--- config.mk ---
export PLATFORM = sky130hd
export DESIGN_NAME = edge_seq_driver
export DESIGN_NICKNAME = d
export VERILOG_FILES = /design/src/rtl/edge_seq_driver.sv
export SDC_FILE = /design/constraint.sdc
export NUM_CORES = 1
export LEC_CHECK = 0
export ABC_CLOCK_PERIOD_IN_PS = 3300
export BUFFER_PORTS_ARGS = -buffer_cell sky130_fd_sc_hd__buf_2
export CAP_MARGIN = 40
export CORE_ASPECT_RATIO = 0.8
export CORE_MARGIN = 2
export CORE_UTILIZATION = 50
export CTS_CLUSTER_SIZE = 24
export DETAILED_ROUTE_END_ITERATION = 16
export HOLD_SLACK_MARGIN = 0.05
export PLACE_DENSITY = 0.69
export SYNTH_ARGS = -nofsm -noshare
export SYNTH_HDL_FRONTEND = slang
export SYNTH_SLANG_ARGS = --single-unit
--- constraint.sdc ---
create_clock -name clk -period 3.3 [get_ports clk]
set_clock_uncertainty 0.1 [all_clocks]
set_input_delay 0.165 -clock clk [delete_from_list [all_inputs] [get_ports clk]]
set_output_delay 0.165 -clock clk [all_outputs]
set_load 0.05 [all_outputs]
--- src/rtl/edge_seq_driver.sv ---
// Timed pin-change sequencer for one edge-reactive responder: a command FIFO feeds
// an IDLE/WAIT/APPLY engine, and a synchronised monitor reports responder edges.
module edge_seq_driver #(
  parameter int DEPTH = 4,
  parameter int DW    = 8,
  parameter int CW    = 8
) (
  input  logic          clk,
  input  logic          rst_n,
  input  logic          cmd_valid,
  output logic          cmd_ready,
  input  logic [1:0]    cmd_sel,
  input  logic          cmd_level,
  input  logic [DW-1:0] cmd_delay,
  output logic          drv_a,
  output logic          drv_module_a,
  input  logic          rsp_b,
  input  logic          rsp_module_b,
  output logic          busy,
  output logic          evt_valid,
  output logic [1:0]    evt_code,
  output logic [CW-1:0] evt_count
);
  localparam int AW = $clog2(DEPTH);
  localparam int EW = 3 + DW;

  typedef enum logic [1:0] {S_IDLE, S_WAIT, S_APPLY} state_t;

  state_t        state_q, state_d;
  logic [AW:0]   wr_ptr_q, wr_ptr_d, rd_ptr_q, rd_ptr_d;
  logic [EW-1:0] mem_q [DEPTH];
  logic [DW-1:0] cnt_q, cnt_d;
  logic [1:0]    cur_sel_q, cur_sel_d;
  logic          cur_level_q, cur_level_d;
  logic          drv_a_q, drv_a_d, drv_module_a_q, drv_module_a_d;
  logic          full, empty, push, pop;
  logic [EW-1:0] head;

  logic [1:0]    sync_b_q, sync_b_d, sync_mb_q, sync_mb_d;
  logic          prev_b_q, prev_b_d, prev_mb_q, prev_mb_d;
  logic          pend_q, pend_d, pend_dir_q, pend_dir_d;
  logic          evt_valid_q, evt_valid_d;
  logic [1:0]    evt_code_q, evt_code_d;
  logic [CW-1:0] evt_count_q, evt_count_d;
  logic          b_edge, mb_edge;

  // Full when the index bits match but the wrap bits differ.
  assign empty = (wr_ptr_q == rd_ptr_q);
  assign full  = (wr_ptr_q[AW] != rd_ptr_q[AW]) && (wr_ptr_q[AW-1:0] == rd_ptr_q[AW-1:0]);
  assign push  = cmd_valid && !full;
  assign head  = mem_q[rd_ptr_q[AW-1:0]];

  always_ff @(posedge clk) begin
    if (push) mem_q[wr_ptr_q[AW-1:0]] <= {cmd_sel, cmd_level, cmd_delay};
  end

  always_comb begin
    state_d        = state_q;
    cnt_d          = cnt_q;
    cur_sel_d      = cur_sel_q;
    cur_level_d    = cur_level_q;
    drv_a_d        = drv_a_q;
    drv_module_a_d = drv_module_a_q;
    pop            = 1'b0;
    case (state_q)
      S_IDLE: begin
        if (!empty) begin
          pop         = 1'b1;
          cur_sel_d   = head[EW-1 -: 2];
          cur_level_d = head[DW];
          cnt_d       = head[DW-1:0];
          state_d     = S_WAIT;
        end
      end
      S_WAIT: begin
        if (cnt_q == '0) state_d = S_APPLY;
        else             cnt_d   = cnt_q - 1'b1;
      end
      S_APPLY: begin
        case (cur_sel_q)
          2'b00:   drv_a_d        = cur_level_q;
          2'b01:   drv_module_a_d = cur_level_q;
          2'b10: begin
            drv_a_d        = cur_level_q;
            drv_module_a_d = cur_level_q;
          end
          default: ;
        endcase
        state_d = S_IDLE;
      end
      default: state_d = S_IDLE;
    endcase
    wr_ptr_d = wr_ptr_q + {{AW{1'b0}}, push};
    rd_ptr_d = rd_ptr_q + {{AW{1'b0}}, pop};
  end

  assign b_edge  = sync_b_q[1] ^ prev_b_q;
  assign mb_edge = sync_mb_q[1] ^ prev_mb_q;

  // A b edge always wins the slot; a coincident module_b edge waits one cycle in pend.
  always_comb begin
    sync_b_d    = {sync_b_q[0], rsp_b};
    sync_mb_d   = {sync_mb_q[0], rsp_module_b};
    prev_b_d    = sync_b_q[1];
    prev_mb_d   = sync_mb_q[1];
    pend_d      = pend_q;
    pend_dir_d  = pend_dir_q;
    evt_valid_d = 1'b0;
    evt_code_d  = evt_code_q;
    if (b_edge) begin
      evt_valid_d = 1'b1;
      evt_code_d  = {1'b0, sync_b_q[1]};
      if (mb_edge) begin
        pend_d     = 1'b1;
        pend_dir_d = sync_mb_q[1];
      end
    end else if (pend_q) begin
      evt_valid_d = 1'b1;
      evt_code_d  = {1'b1, pend_dir_q};
      pend_d      = mb_edge;
      if (mb_edge) pend_dir_d = sync_mb_q[1];
    end else if (mb_edge) begin
      evt_valid_d = 1'b1;
      evt_code_d  = {1'b1, sync_mb_q[1]};
    end
    evt_count_d = evt_count_q + {{(CW-1){1'b0}}, evt_valid_d};
  end

  always_ff @(posedge clk or negedge rst_n) begin
    if (!rst_n) begin
      state_q        <= S_IDLE;
      wr_ptr_q       <= '0;
      rd_ptr_q       <= '0;
      cnt_q          <= '0;
      cur_sel_q      <= 2'b11;
      cur_level_q    <= 1'b0;
      drv_a_q        <= 1'b0;
      drv_module_a_q <= 1'b0;
      sync_b_q       <= '0;
      sync_mb_q      <= '0;
      prev_b_q       <= 1'b0;
      prev_mb_q      <= 1'b0;
      pend_q         <= 1'b0;
      pend_dir_q     <= 1'b0;
      evt_valid_q    <= 1'b0;
      evt_code_q     <= '0;
      evt_count_q    <= '0;
    end else begin
      state_q        <= state_d;
      wr_ptr_q       <= wr_ptr_d;
      rd_ptr_q       <= rd_ptr_d;
      cnt_q          <= cnt_d;
      cur_sel_q      <= cur_sel_d;
      cur_level_q    <= cur_level_d;
      drv_a_q        <= drv_a_d;
      drv_module_a_q <= drv_module_a_d;
      sync_b_q       <= sync_b_d;
      sync_mb_q      <= sync_mb_d;
      prev_b_q       <= prev_b_d;
      prev_mb_q      <= prev_mb_d;
      pend_q         <= pend_d;
      pend_dir_q     <= pend_dir_d;
      evt_valid_q    <= evt_valid_d;
      evt_code_q     <= evt_code_d;
      evt_count_q    <= evt_count_d;
    end
  end

  assign cmd_ready    = !full;
  assign busy         = !empty || (state_q != S_IDLE);
  assign drv_a        = drv_a_q;
  assign drv_module_a = drv_module_a_q;
  assign evt_valid    = evt_valid_q;
  assign evt_code     = evt_code_q;
  assign evt_count    = evt_count_q;

endmodule

# After elaboration in Yosys (flattened, before gate mapping)
# Memories as Yosys holds them, arrays and structs flattened.
# Index checks and enable logic that the tools add are counted.
dict set report word_totals {
  ff_bits 40
  mem_bits_rw 44
  inputBits 16
  output_inout_bits 15
  elab_cells 77
  n_memories 1
}
dict set report op_classes {
  add_sub_neg 4
  n_eq_ne 11
  mux 22
  bitwise 3
  n_reduce_logical 19
}
# memory depth width read_ports rd_clocked_by_memory_dff write_ports line_no
set mem_list {}
lappend mem_list {mem_q 4 11 1 0 1 31} ;# logic [EW-1:0] mem_q [DEPTH];
# op count
set ops {}
lappend ops {{2-to-1 mux 8 bit} 2}
lappend ops {{case mux 8 bit (2 select lines)} 1}
lappend ops {{2-to-1 mux 1 bit} 13}
lappend ops {{2-to-1 mux 2 bit} 5}
lappend ops {{adder 8 x 1 -> 8 bit} 1}
lappend ops {{logical NOT 8 bit} 1}
lappend ops {{AND reduction 2 bit} 4}
lappend ops {{subtractor 8 x 1 -> 8 bit (second input constant)} 1}
lappend ops {{adder 3 x 1 -> 3 bit} 2}
lappend ops {{!= test 2 bit (second input constant)} 3}
lappend ops {{nonzero test 2 bit} 3}
lappend ops {{== test 2 x 1 -> 1 bit (second input constant)} 2}
lappend ops {{== test 2 bit (second input constant)} 2}
lappend ops {{logical NOT 2 bit} 2}
lappend ops {{case mux 2 bit (2 select lines)} 1}
lappend ops {{OR reduction 2 bit} 2}
lappend ops {{== test 3 bit} 1}
lappend ops {{AND reduction 3 bit} 1}
lappend ops {{nonzero test 3 bit} 1}
lappend ops {{== test 2 bit} 1}
lappend ops {{logical AND 1 bit} 2}
lappend ops {{logical NOT 1 bit} 2}
lappend ops {{!= test 2 x 1 -> 1 bit (second input constant)} 1}
lappend ops {{XOR 1 bit} 2}
lappend ops {{other kinds (3)} 3}

# Depth between registers and ports, before layout
# Gate-level depths: netlist (run 1).
dict set report logic_depth {
  ltp_word 6
  depth_mapped 8
}

# Worst setup path before layout (run 1)
# No wires, ideal clock.
dict set report synth_path {
  path_type {register to register}
  from {reg rd_ptr_q[0]}
  to {mem mem_q[0][0] in the netlist's numbering, enable pin}
  setup_ns 0.396
  arrival_ns 1.841
  required_ns 2.804
  path_slack_ns 0.964
  path_stages_with_launch 4
  synth_period_minus_slack_ns 2.336
  path_cell_list {dfrtp_1 > xnor2_1 > a31oi_1 > nor3b_1}
}
dict set report synth_between {
  elab_chain_cells 6
}
# item line_no
set synth_rtl {}
lappend synth_rtl {{start, declared} 30} ;# logic [AW:0] wr_ptr_q, wr_ptr_d, rd_ptr_q, rd_ptr_d;
lappend synth_rtl {{start signal, assigned} 151} ;# rd_ptr_q <= rd_ptr_d;
lappend synth_rtl {{== test 2 bit} 49} ;# assign full = (wr_ptr_q[AW] != rd_ptr_q[AW]) && (wr_ptr_q[AW-1:0] == rd_ptr_q[AW-1:0]);
lappend synth_rtl {{logical AND 1 bit} 49}
lappend synth_rtl {{logical NOT 1 bit} 50} ;# assign push = cmd_valid && !full;
lappend synth_rtl {{logical AND 1 bit} 50}
lappend synth_rtl {{2-to-1 mux 1 bit} 54} ;# if (push) mem_q[wr_ptr_q[AW-1:0]] <= {cmd_sel, cmd_level, cmd_delay};
lappend synth_rtl {{2-to-1 mux 1 bit (not written as such)} 54}
lappend synth_rtl {{end, declared} 31}
# No other way between the ends.

# Final worst setup path (run 1)
dict set report layout_path {
  from {reg rd_ptr_q[1]}
  to {mem mem_q[3][8] in the netlist's numbering, enable pin}
}
# Same word-level chain as after synthesis.

==> metrics.md, run 1 <==
| Metric | Value |
|---|---|
| GRT met1 Usage | `approximately a quarter` |
| Postcts setup bufs | `0` |
| Crit Path Class | `reg2reg` |
| M3 GR Usage | `roughly 5.4%` |
| Ys async rst share | `a little under half` |
| H-tree depth | `3` |
| Unrepaired setup endpoints after global routing | `false` |
| Overall Global Routing Usage | `roughly 16%` |
| Reg area | `2320 sq um` |
| DRC | `0` |
| Synth Area in Simple Gates | `~7.7%` |
| Slew @ Worst Pin | `around 0.6 ns` |
| Vias post-DR | `~1900` |
| Final Power | `around 3.6 mW` |
| Status | `complete, no violations` |
| Gr busiest metal | `met1` |
| Ys flop type | `edfxtp_1` |
| CP delay by family, top | `flip-flops` |
| Crit path max fanout | `13` |
| Wire length per cell | `around 15 um` |
| Hold Slack | `between 0.09 and 0.1 ns` |
| Post-synth EDFFs | `44` |
| Cts bufs inserted | `9` |
| Yosys cell types | `47` |
| Placer Congestion | `around 0.8` |
| Ports | `31` |
| Fillers | `roughly 530` |
| Fin nets | `roughly 300` |
| Die X | `about 97 um` |
| Maximum VDD drop | `approximately 0.42 mV` |
| Clk buf depth | `2` |
| PD cells | `878 nW/um^2` |
| RR Startpoint | `rd_ptr_q[1]` |
| Setup_tns | `0 ns` |
| Overflow after GRT | `0` |
| Buf/Inv on CP | `0` |
| CP Data Required Time | `around 3.2 ns` |
| Final count of negative-setup-slack endpoints | `0` |
| Placement Rows | `27` |
| Diodes inserted | `0` |
| Syn. warnings | `0` |
| Min Clock Period, post-route | `around 2.4 ns` |
| Sequential share of the synthesized area | `~67%` |
| M2 GR Usage | `21.3%` |
| Max frequency | `between 0.4 and 0.5 GHz` |
| Slew Limit Fails | `0` |
| Post-Synth Adder-Cell Area | `3.59%` |
| Post-Layout Cell Count | `370` |
| Latest clock arrival within the worst-skew pair | `0.36 ns` |
| Max_slew headroom | `60.3%` |
| Die Height | `78.7 um` |
| Mean Syn Cell Area | `between 15 and 20 sq um` |
| Largest family of logic cells by synthesized area | `multiplexers` |
| First-pass GRT wire length | `9200 um` |
| Initial DRC Count | `between 100 and 150` |
| Hold Violations, Final | `0` |
| Area added between synthesis and finish | `18.0%` |
| Crit start category | `register` |
| Post-route ant nets | `0` |
| Static Leak | `1.63 nW` |
| CP startpoint | `rd_ptr_q[1]` |
| Min-delay worst type | `in2async` |
| CTS clk-pin slew, worst paths | `roughly 0.090 ns` |
| Vias/cell | `5.23` |
| Clock sinks | `between 80 and 90` |
| Synth Cell Area | `between 3000 and 4000 sq um` |
| CTS tree | `yes` |
| Worst Path Arrival | `around 2.3 ns` |
| #FFs+latches synth | `84` |
| Drt first pass iters | `4` |
| Vias in the first global route | `1803` |
| Largest stage delay, worst path | `approximately 0.7 ns` |
| Starting density of the core | `between 50 and 60%` |
| Detail Placement HPWL | `3950 um` |
| Area of the die | `around 7700 sq um` |
| WL final | `5720 um` |
| Maxcap violations | `0` |
| Post-synthesis compound-gate area fraction | `under 10%` |
| Cells after Synth | `223` |
| Placed cell count | `340` |
| Root Buffer | `clkbuf_8` |
| Cells along the critical path | `xnor2_1, a31oi_1, and3_1` |
| Syn Nets | `249` |
| Placed cell area | `roughly 3800 sq um` |
| Tcrit/Tclk final | `~73%` |
| Mux cell area share after synthesis | `roughly a tenth` |
| Critical-path top delay cell | `dfrtp_1` |
| Worst setup EP type | `register` |
| Largest net degree at the start of global routing | `31` |
| Layout cell share with drive strength beyond 1 | `27.2%` |
| Port Buffers | `30` |
| Area occupied by multi-input gates | `approximately 1100 sq um` |
| Post-Synth XOR/XNOR Area | `between 3 and 4%` |
| Core Region | `between 6000 and 7000 sq um` |
| Hold Buf Count CTS | `14` |
| Post_cts resized | `0` |
| Final instance area | `4120 sq um` |
| Initial antenna violation count | `0` |
==> state kept, by name, summed over array words and instances (netlist names) <==
register	cells
mem_q	44
cnt_q	8
evt_count	8
rd_ptr_q	3
wr_ptr_q	3
cur_sel_q	2
evt_code	2
state_q	2
sync_b_q	2
sync_mb_q	2
cur_level_q	1
drv_a	1
drv_module_a	1
evt_valid	1
pend_dir_q	1
pend_q	1
prev_b_q	1
prev_mb_q	1
==> synth_stat cells, types with 2 or more instances <==
master     count  share of area, %
o21ai_0        4              0.57
a22oi_1        3              0.65
o2bb2ai_1      3              0.75
dfrtp_1       38                27
buf_4          2              0.43
nor2b_1        3              0.54
xor2_1         5               1.3
mux4_2        11               7.1
mux2_2         7               2.3
o31ai_1        2              0.43
nor3b_1        2              0.43
nor2_1        14               1.5
o21ai_1        2              0.29
nand4_1        2              0.36
a31oi_1        5              0.90
nand2_1       12               1.3
buf_2          2              0.29
a21oi_1        4              0.57
xnor2_1        7               1.8
dfstp_2        2               1.5
ha_1          10               3.6
edfxtp_1      44                38
inv_1          8              0.86
nand3_1        3              0.43
nor3_1         4              0.57
o211ai_1       3              0.65
==> cell usage in the layout, fill, tap and decap left out, types with 2 or more instances in the layout <==
master         count
edfxtp_1          44
dlygate4sd3_1     14
nor3b_1            2
nor2_1            14
inv_1              8
a22oi_1            3
xnor2_1            7
o21ai_0            4
nand2_1           12
ha_1              10
dfstp_2            2
a21oi_1            4
o211ai_1           3
buf_2             30
nand4_1            2
mux4_2            11
dfrtp_1           38
nand3_1            3
clkbuf_8           9
inv_6              3
o21ai_1            2
a31oi_1            5
nor3_1             4
buf_4              4
o2bb2ai_1          3
nor2b_1            3
mux2_2             7
o31ai_1            2
xor2_1             5
==> path summary, 6_finish.rpt <==
kind                                      to  slack, ns  cells after the start
worst max-delay path             mem_q[3][8]       0.88                      3
worst min-delay path            sync_mb_q[0]        0.1                      2
worst max register to register   mem_q[3][8]       0.88                      3
worst min register to register   sync_b_q[1]       0.26                      0
max in group asynchronous       cur_sel_q[1]       2.48                      3
min in group clk                 wr_ptr_q[0]       0.23                      4
==> routing by layer <==
layer  wire (um)  share of wire (%)
met5           0                  0
met4          65                1.1
met1        2870                 50
met3         249                4.4
met2        2530                 44
==> where the power goes <==
| group | total, mW | switching, mW | internal, mW |
|---|---|---|---|
| registers | 1.63 | 0.214 | 1.42 |
| logic | 1.22 | 0.721 | 0.496 |
| clock network | 0.766 | 0.397 | 0.369 |
==> cell families after synthesis <==
group / after synthesis
XOR/XNOR: 13
flip-flops: 84
AND/OR/NAND/NOR: 50
buffers and inverters: 13
adder cells (fa/ha/maj): 10
AO/OA/AOI/OAI: 34
multiplexers: 19
==> cell type report <==
type,instances,share of cell area (%)
inverters,8,0.729
clock buffers,9,3.01
well taps,87,2.64
repair buffers,49,8.27
flip-flops and latches,84,56.5
multi-input cells,126,26.7
clock inverters,7,2.22
==> stage by stage <==
| stage | worst slack, ns | util [%] |
|---|---|---|
| 3_3_place_gp | 0.998 | 54.8 |
| 3_5_place_dp | 0.843 | 55.1 |
| 6_report | 0.885 | 60.3 |
| 5_1_grt | 0.714 | 60.3 |
| 4_1_cts | 0.832 | 60.3 |
| 2_1_floorplan | 0.964 | - |
(Power assumes the default switching activity.)
==> run 2, diff against run 1 <==
- ABC_CLOCK_PERIOD_IN_PS: 3300 -> 1950
- PLACE_DENSITY: 0.69 -> 0.71
- clock period: 3.3 -> 1.95 ns (I/O delays scaled with it)
==> metrics.md, run 2 (synthesis results as in run 1) <==
| Metric | Value |
|---|---|
| Status | `complete, no violations` |
| Min-delay worst type | `in2async` |
| Fin nets | `312` |
| Maximum VDD drop | `just over 0.6 mV` |
| Initial DRC Count | `around 130` |
| Vias in the first global route | `1950` |
| Critical-path top delay cell | `dfrtp_1` |
| CTS clk-pin slew, worst paths | `0.09 ns` |
| Vias/cell | `5.31` |
| Wire length per cell | `about 16 um` |
| Area occupied by multi-input gates | `approximately 1100 sq um` |
| Crit-path most repeated cell | `nor2_1` |
| Placed cell area | `~3900 sq um` |
| GRT met1 Usage | `between 20% and 30%` |
| Hold Violations, Final | `0` |
| RR Startpoint | `sync_b_q[1]` |
| Latest clock arrival within the worst-skew pair | `roughly 0.35 ns` |
| CP Data Required Time | `2.09 ns` |
| Placer Congestion | `0.791` |
| Core Region | `around 6800 sq um` |
| Overall Global Routing Usage | `between 10% and 20%` |
| Placed cell count | `around 350` |
| Reg area | `around 2300 sq um` |
| Cells along the critical path | `xor2_2, nor2_1, nand2_1, ha_2, ha_1, nand3_1, nor2_1, xor2_1` |
| Crit path max fanout | `4` |
| Crit start category | `register` |
| R2r setup slk | `approximately 0.14 ns` |
| CTS tree | `yes` |
| Placement Rows | `27` |
| Die Height | `about 80 um` |
| Largest net degree at the start of global routing | `22` |
| Cts bufs inserted | `9` |
| Clk buf depth | `2` |
| Area of the die | `roughly 7700 sq um` |
| Drt first pass iters | `4` |
| M3 GR Usage | `a little under 6%` |
| Die X | `~97 um` |
| Unrepaired setup endpoints after global routing | `false` |
| Gr busiest metal | `met2` |
| PD cells | `approximately 1500 nW/um^2` |
| Starting density of the core | `roughly half` |
| First-pass GRT wire length | `9990 um` |
| Buf/Inv on CP | `0` |
| Final count of negative-setup-slack endpoints | `0` |
| M2 GR Usage | `~25%` |
| CP delay by family, top | `simple AND/OR/NAND/NOR gates` |
| Static Leak | `1.69 nW` |
| Max reg flops | `44` |
| Most frequent cells in the layout | `edfxtp_1 (44), dfrtp_1 (38), buf_2 (30)` |
| Commonest non-fill, non-tap cell in the layout | `edfxtp_1` |
| Cell count along the critical path | `8` |
| Ports | `31` |
| R2R depth | `8` |
| WL final | `a little under 6000 um` |
| Detail Placement HPWL | `a little over 4000 um` |
| Slew Limit Fails | `0` |
| Crit Path Class | `reg2reg` |
| Max frequency | `approximately 0.55 GHz` |
| Post-route ant nets | `0` |
| Max_slew headroom | `57.6%` |
| Hold Slack | `around 0.14 ns` |
| Slew @ Worst Pin | `0.637 ns` |
| Fillers | `536` |
| DRC | `0` |
| Worst Path Arrival | `roughly 1.9 ns` |
| H-tree depth | `3` |
| Postcts setup bufs | `0` |
| Post-Layout Cell Count | `around 380` |
| Layout cell share with drive strength beyond 1 | `30.6%` |
| Clock sinks | `between 80 and 90` |
| R2R Path End | `evt_count[6]` |
| Initial antenna violation count | `0` |
| Final instance area | `around 4200 sq um` |
| Root Buffer | `clkbuf_8` |
| Area added between synthesis and finish | `21.0%` |
| Largest stage delay, worst path | `0.43 ns` |
| Worst setup EP type | `register` |
| Min Clock Period, post-route | `around 1.8 ns` |
| Port Buffers | `30` |
| Overflow after GRT | `0` |
| Maxcap violations | `0` |
| Diodes inserted | `0` |
| Tcrit/Tclk final | `between 90% and 100%` |
| Vias post-DR | `between 2000 and 2500` |
## run 2: cell count changes in the layout (fill, tap and decap cells not counted), sizes merged
cell,delta
inv,-1
clkbuf,+1
clkinv,+1
buf,+8
clkinvlp,-1
## run 2: area by class of cell
cell class / instances / share of cell area, %
clock buffers: 10 / 3.02
clock inverters: 6 / 1.69
inverters: 8 / 0.711
multi-input cells: 126 / 26.9
flip-flops and latches: 84 / 55.1
well taps: 87 / 2.58
repair buffers: 57 / 10.1
## run 2: per-layer routing
metal,share of wire [%],up-vias,wire length (um)
li1,-,969,-
met1,49,985,2930
met2,46,49,2740
met3,4.3,3,256
met4,0.37,0,22
met5,0,-,0
## run 2: worst register-to-register path, cell delays in order, from the launching register on
cell     delay, ns
dfrtp_1       0.43
xor2_2        0.17
nor2_1        0.13
nand2_1       0.12
ha_2          0.22
ha_1          0.20
nand3_1       0.12
nor2_1        0.07
xor2_1        0.14
## run 2: worst max path at each step
| stage | start | endpoint | slack, ns |
|---|---|---|---|
| 2_1_floorplan | wr_ptr_q[1] | mem_q[0][0] | -0.02 |
| 3_3_place_gp | rd_ptr_q[0] | mem_q[0][9] | 0.15 |
| 3_5_place_dp | rd_ptr_q[0] | mem_q[0][2] | 0.09 |
| 4_1_cts | rd_ptr_q[2] | mem_q[0][10] | 0.07 |
| 5_1_grt | sync_b_q[1] | evt_count[6] | 0.003 |
| 6_report | sync_b_q[1] | evt_count[6] | 0.14 |
## run 2: timing repair
item                                    in CTS  in global routing
endpoints found under the setup margin       0                 48
resized for setup                            0                  5
endpoints found under the hold margin       86                  0
hold buffers                                14                  0
## run 2: stage by stage
step	utilization [%]	total power [mW]	setup TNS, ns	setup slack, ns
finish	61.9	6.27	0	0.144
global route	61.9	6.68	0	0.00312
CTS	61.4	6.27	0	0.0681
detailed placement	56.4	5.02	0	0.0936
global placement	56.4	4.95	0	0.145
floorplan	-	4.33	-0.609	-0.0218
## run 2: report_power, final
group / switching [mW] / internal (mW) / total (mW)
Combinational: 1.33 / 0.984 / 2.32
Clock: 0.617 / 0.608 / 1.23
Sequential: 0.334 / 2.40 / 2.73
Total: 2.28 / 3.99 / 6.27
==> run 3, diff against run 2 <==
- ABC_CLOCK_PERIOD_IN_PS: 1950 -> 2300
- PLACE_DENSITY: 0.71 -> 0.69
- SLEW_MARGIN: default -> 20
- clock period: 1.95 -> 2.3 ns (I/O delays scaled with it)
==> metrics.md, run 3 (synthesis results as in run 1) <==
| Metric | Value |
|---|---|
| Clock sinks | `84` |
| Clk buf depth | `2` |
| Tcrit/Tclk final | `a little under nine tenths` |
| Vias in the first global route | `a little under 2000` |
| Internal power | `3.30 mW` |
| Maximum VDD drop | `0.467 mV` |
| Drt first pass iters | `4` |
| Die Height | `78.7 um` |
| Min-delay worst type | `in2async` |
| First-pass GRT wire length | `roughly 10000 um` |
| PD cells | `roughly 1300 nW/um^2` |
| Final count of negative-setup-slack endpoints | `0` |
| Clk pwr share | `about a fifth` |
| Flop pwr share | `between 40 and 50%` |
| Ports | `31` |
| Post-route ant nets | `0` |
| WL final | `between 6000 and 7000 um` |
| Status | `complete, no violations` |
| Commonest non-fill, non-tap cell in the layout | `edfxtp_1` |
| Max reg flops | `44` |
| Placer Congestion | `roughly 0.84` |
| Fin nets | `approximately 300` |
| CP Data Required Time | `between 2 and 2.5 ns` |
| Hold Buf Count CTS | `15` |
| Die X | `between 90 and 100 um` |
| Detail Placement HPWL | `a little under 4000 um` |
| Post_cts resized | `0` |
| Maxcap violations | `0` |
| Max frequency | `0.505 GHz` |
| Initial antenna violation count | `0` |
| Layout cell share with drive strength beyond 1 | `27.6%` |
| Wire length per cell | `between 15 and 20 um` |
| Switching Fraction | `36.3%` |
| Most frequent cells in the layout | `edfxtp_1 (44), dfrtp_1 (38), buf_2 (30)` |
| Dpl ws | `about 0.34 ns` |
| Final setup margin | `around 0.32 ns` |
| Worst setup EP type | `register` |
| Overflow after GRT | `0` |
| Largest net degree at the start of global routing | `32` |
| Crit start category | `register` |
| H-tree depth | `3` |
| Placed cell area | `3780 sq um` |
| Vias/cell | `about 5.3` |
| Slew Limit Fails | `0` |
| Unrepaired setup endpoints after global routing | `false` |
| Worst Path Arrival | `2.15 ns` |
| Crit Path Class | `reg2reg` |
| Placement Rows | `27` |
| Area of the die | `7670 sq um` |
| Setup_tns | `0 ns` |
| Initial DRC Count | `between 100 and 150` |
| Static Leak | `about 1.6 nW` |
| DRC | `0` |
| Root Buffer | `clkbuf_8` |
| Area added between synthesis and finish | `18.5%` |
| CTS clk-pin slew, worst paths | `~0.080 ns` |
| Final instance area | `just over 4000 sq um` |
| Max_slew headroom | `59.8%` |
| Cts bufs inserted | `9` |
| Diodes inserted | `0` |
| Slew @ Worst Pin | `~0.60 ns` |
| Overall Global Routing Usage | `between 15 and 20%` |
| Postcts setup bufs | `0` |
| Min Clock Period, post-route | `1.98 ns` |
| Latest clock arrival within the worst-skew pair | `between 0.3 and 0.4 ns` |
| Starting density of the core | `51.1%` |
| Logic pwr share | `a little over a third` |
| Hold Violations, Final | `0` |
| CTS tree | `yes` |
| Port Buffers | `30` |
| Core Region | `between 6000 and 7000 sq um` |
| Crit path max fanout | `4` |
| Vias post-DR | `about 2000` |
| Sw Pwr | `roughly 1.9 mW` |
## run 3: cell count changes in the layout (fill, tap and decap cells not counted), moves of 2 or more
| cell | before | now |
|---|---|---|
| xnor2_1 | 5 | 7 |
| inv_6 | 2 | 0 |
| xnor2_2 | 2 | 0 |
| buf_12 | 3 | 1 |
| clkinvlp_4 | 0 | 2 |
| buf_4 | 10 | 6 |
## run 3: final cells by class
| type | instances | area, sq um |
|---|---|---|
| sequential | 84 | 2320 |
| clock inverter | 5 | 62.6 |
| inverter | 8 | 30.0 |
| multi-input combinational | 126 | 1100 |
| tap | 87 | 109 |
| clock buffer | 11 | 141 |
| fill | 522 | 2690 |
| timing repair buffer | 52 | 365 |
## run 3: metrics by stage
| stage | utilization (%) | power [mW] | cells | hold WS (ns) |
|---|---|---|---|---|
| final | 60.6 | 5.17 | 373 | 0.201 |
| after floorplan | - | 3.67 | 223 | -0.281 |
| after CTS | 60.6 | 5.22 | 373 | 0.175 |
| after global placement | 55.1 | 4.11 | 341 | 0.124 |
| after detailed placement | 55.4 | 4.15 | 342 | -0.107 |
| after global routing | 60.6 | 5.51 | 373 | 0.197 |
## run 3: final timing paths
kind,cells after the start,from,to,slack [ns]
worst min-delay path,2,rst_n,cur_sel_q[1],0.20
max in group asynchronous,3,rst_n,pend_dir_q,1.12
worst max-delay path,8,sync_b_q[1],evt_count[6],0.32
min in group clk,4,cmd_valid,wr_ptr_q[0],0.21
worst min register to register,0,sync_b_q[0],sync_b_q[1],0.26
worst max register to register,8,sync_b_q[1],evt_count[6],0.32
## run 3: power groups by stage
stage	sequential (mW)	combinational [mW]	clock (mW)
4_1_cts	2.32	1.83	1.07
3_3_place_gp	2.33	1.78	0
2_1_floorplan	2.54	1.13	0
5_1_grt	2.37	1.99	1.15
3_5_place_dp	2.35	1.81	0
6_report	2.32	1.81	1.04
## run 3: routing by layer
metal	GRT usage [%]	routed length [um]	vias to the layer above
met4	7.08	67	0
li1	-	-	957
met3	4.75	248	5
met2	25.4	2680	50
met1	25.2	3010	969
met5	0	0	-
## run 3: critical path, cell delays in order, from the launching register on
cell and delay, ns:
dfrtp_1 0.42, xor2_1 0.28, nor2_1 0.13, nand2_1 0.15
ha_1 0.22, ha_1 0.20, nand3_1 0.12, nor2_1 0.15
xor2_1 0.15
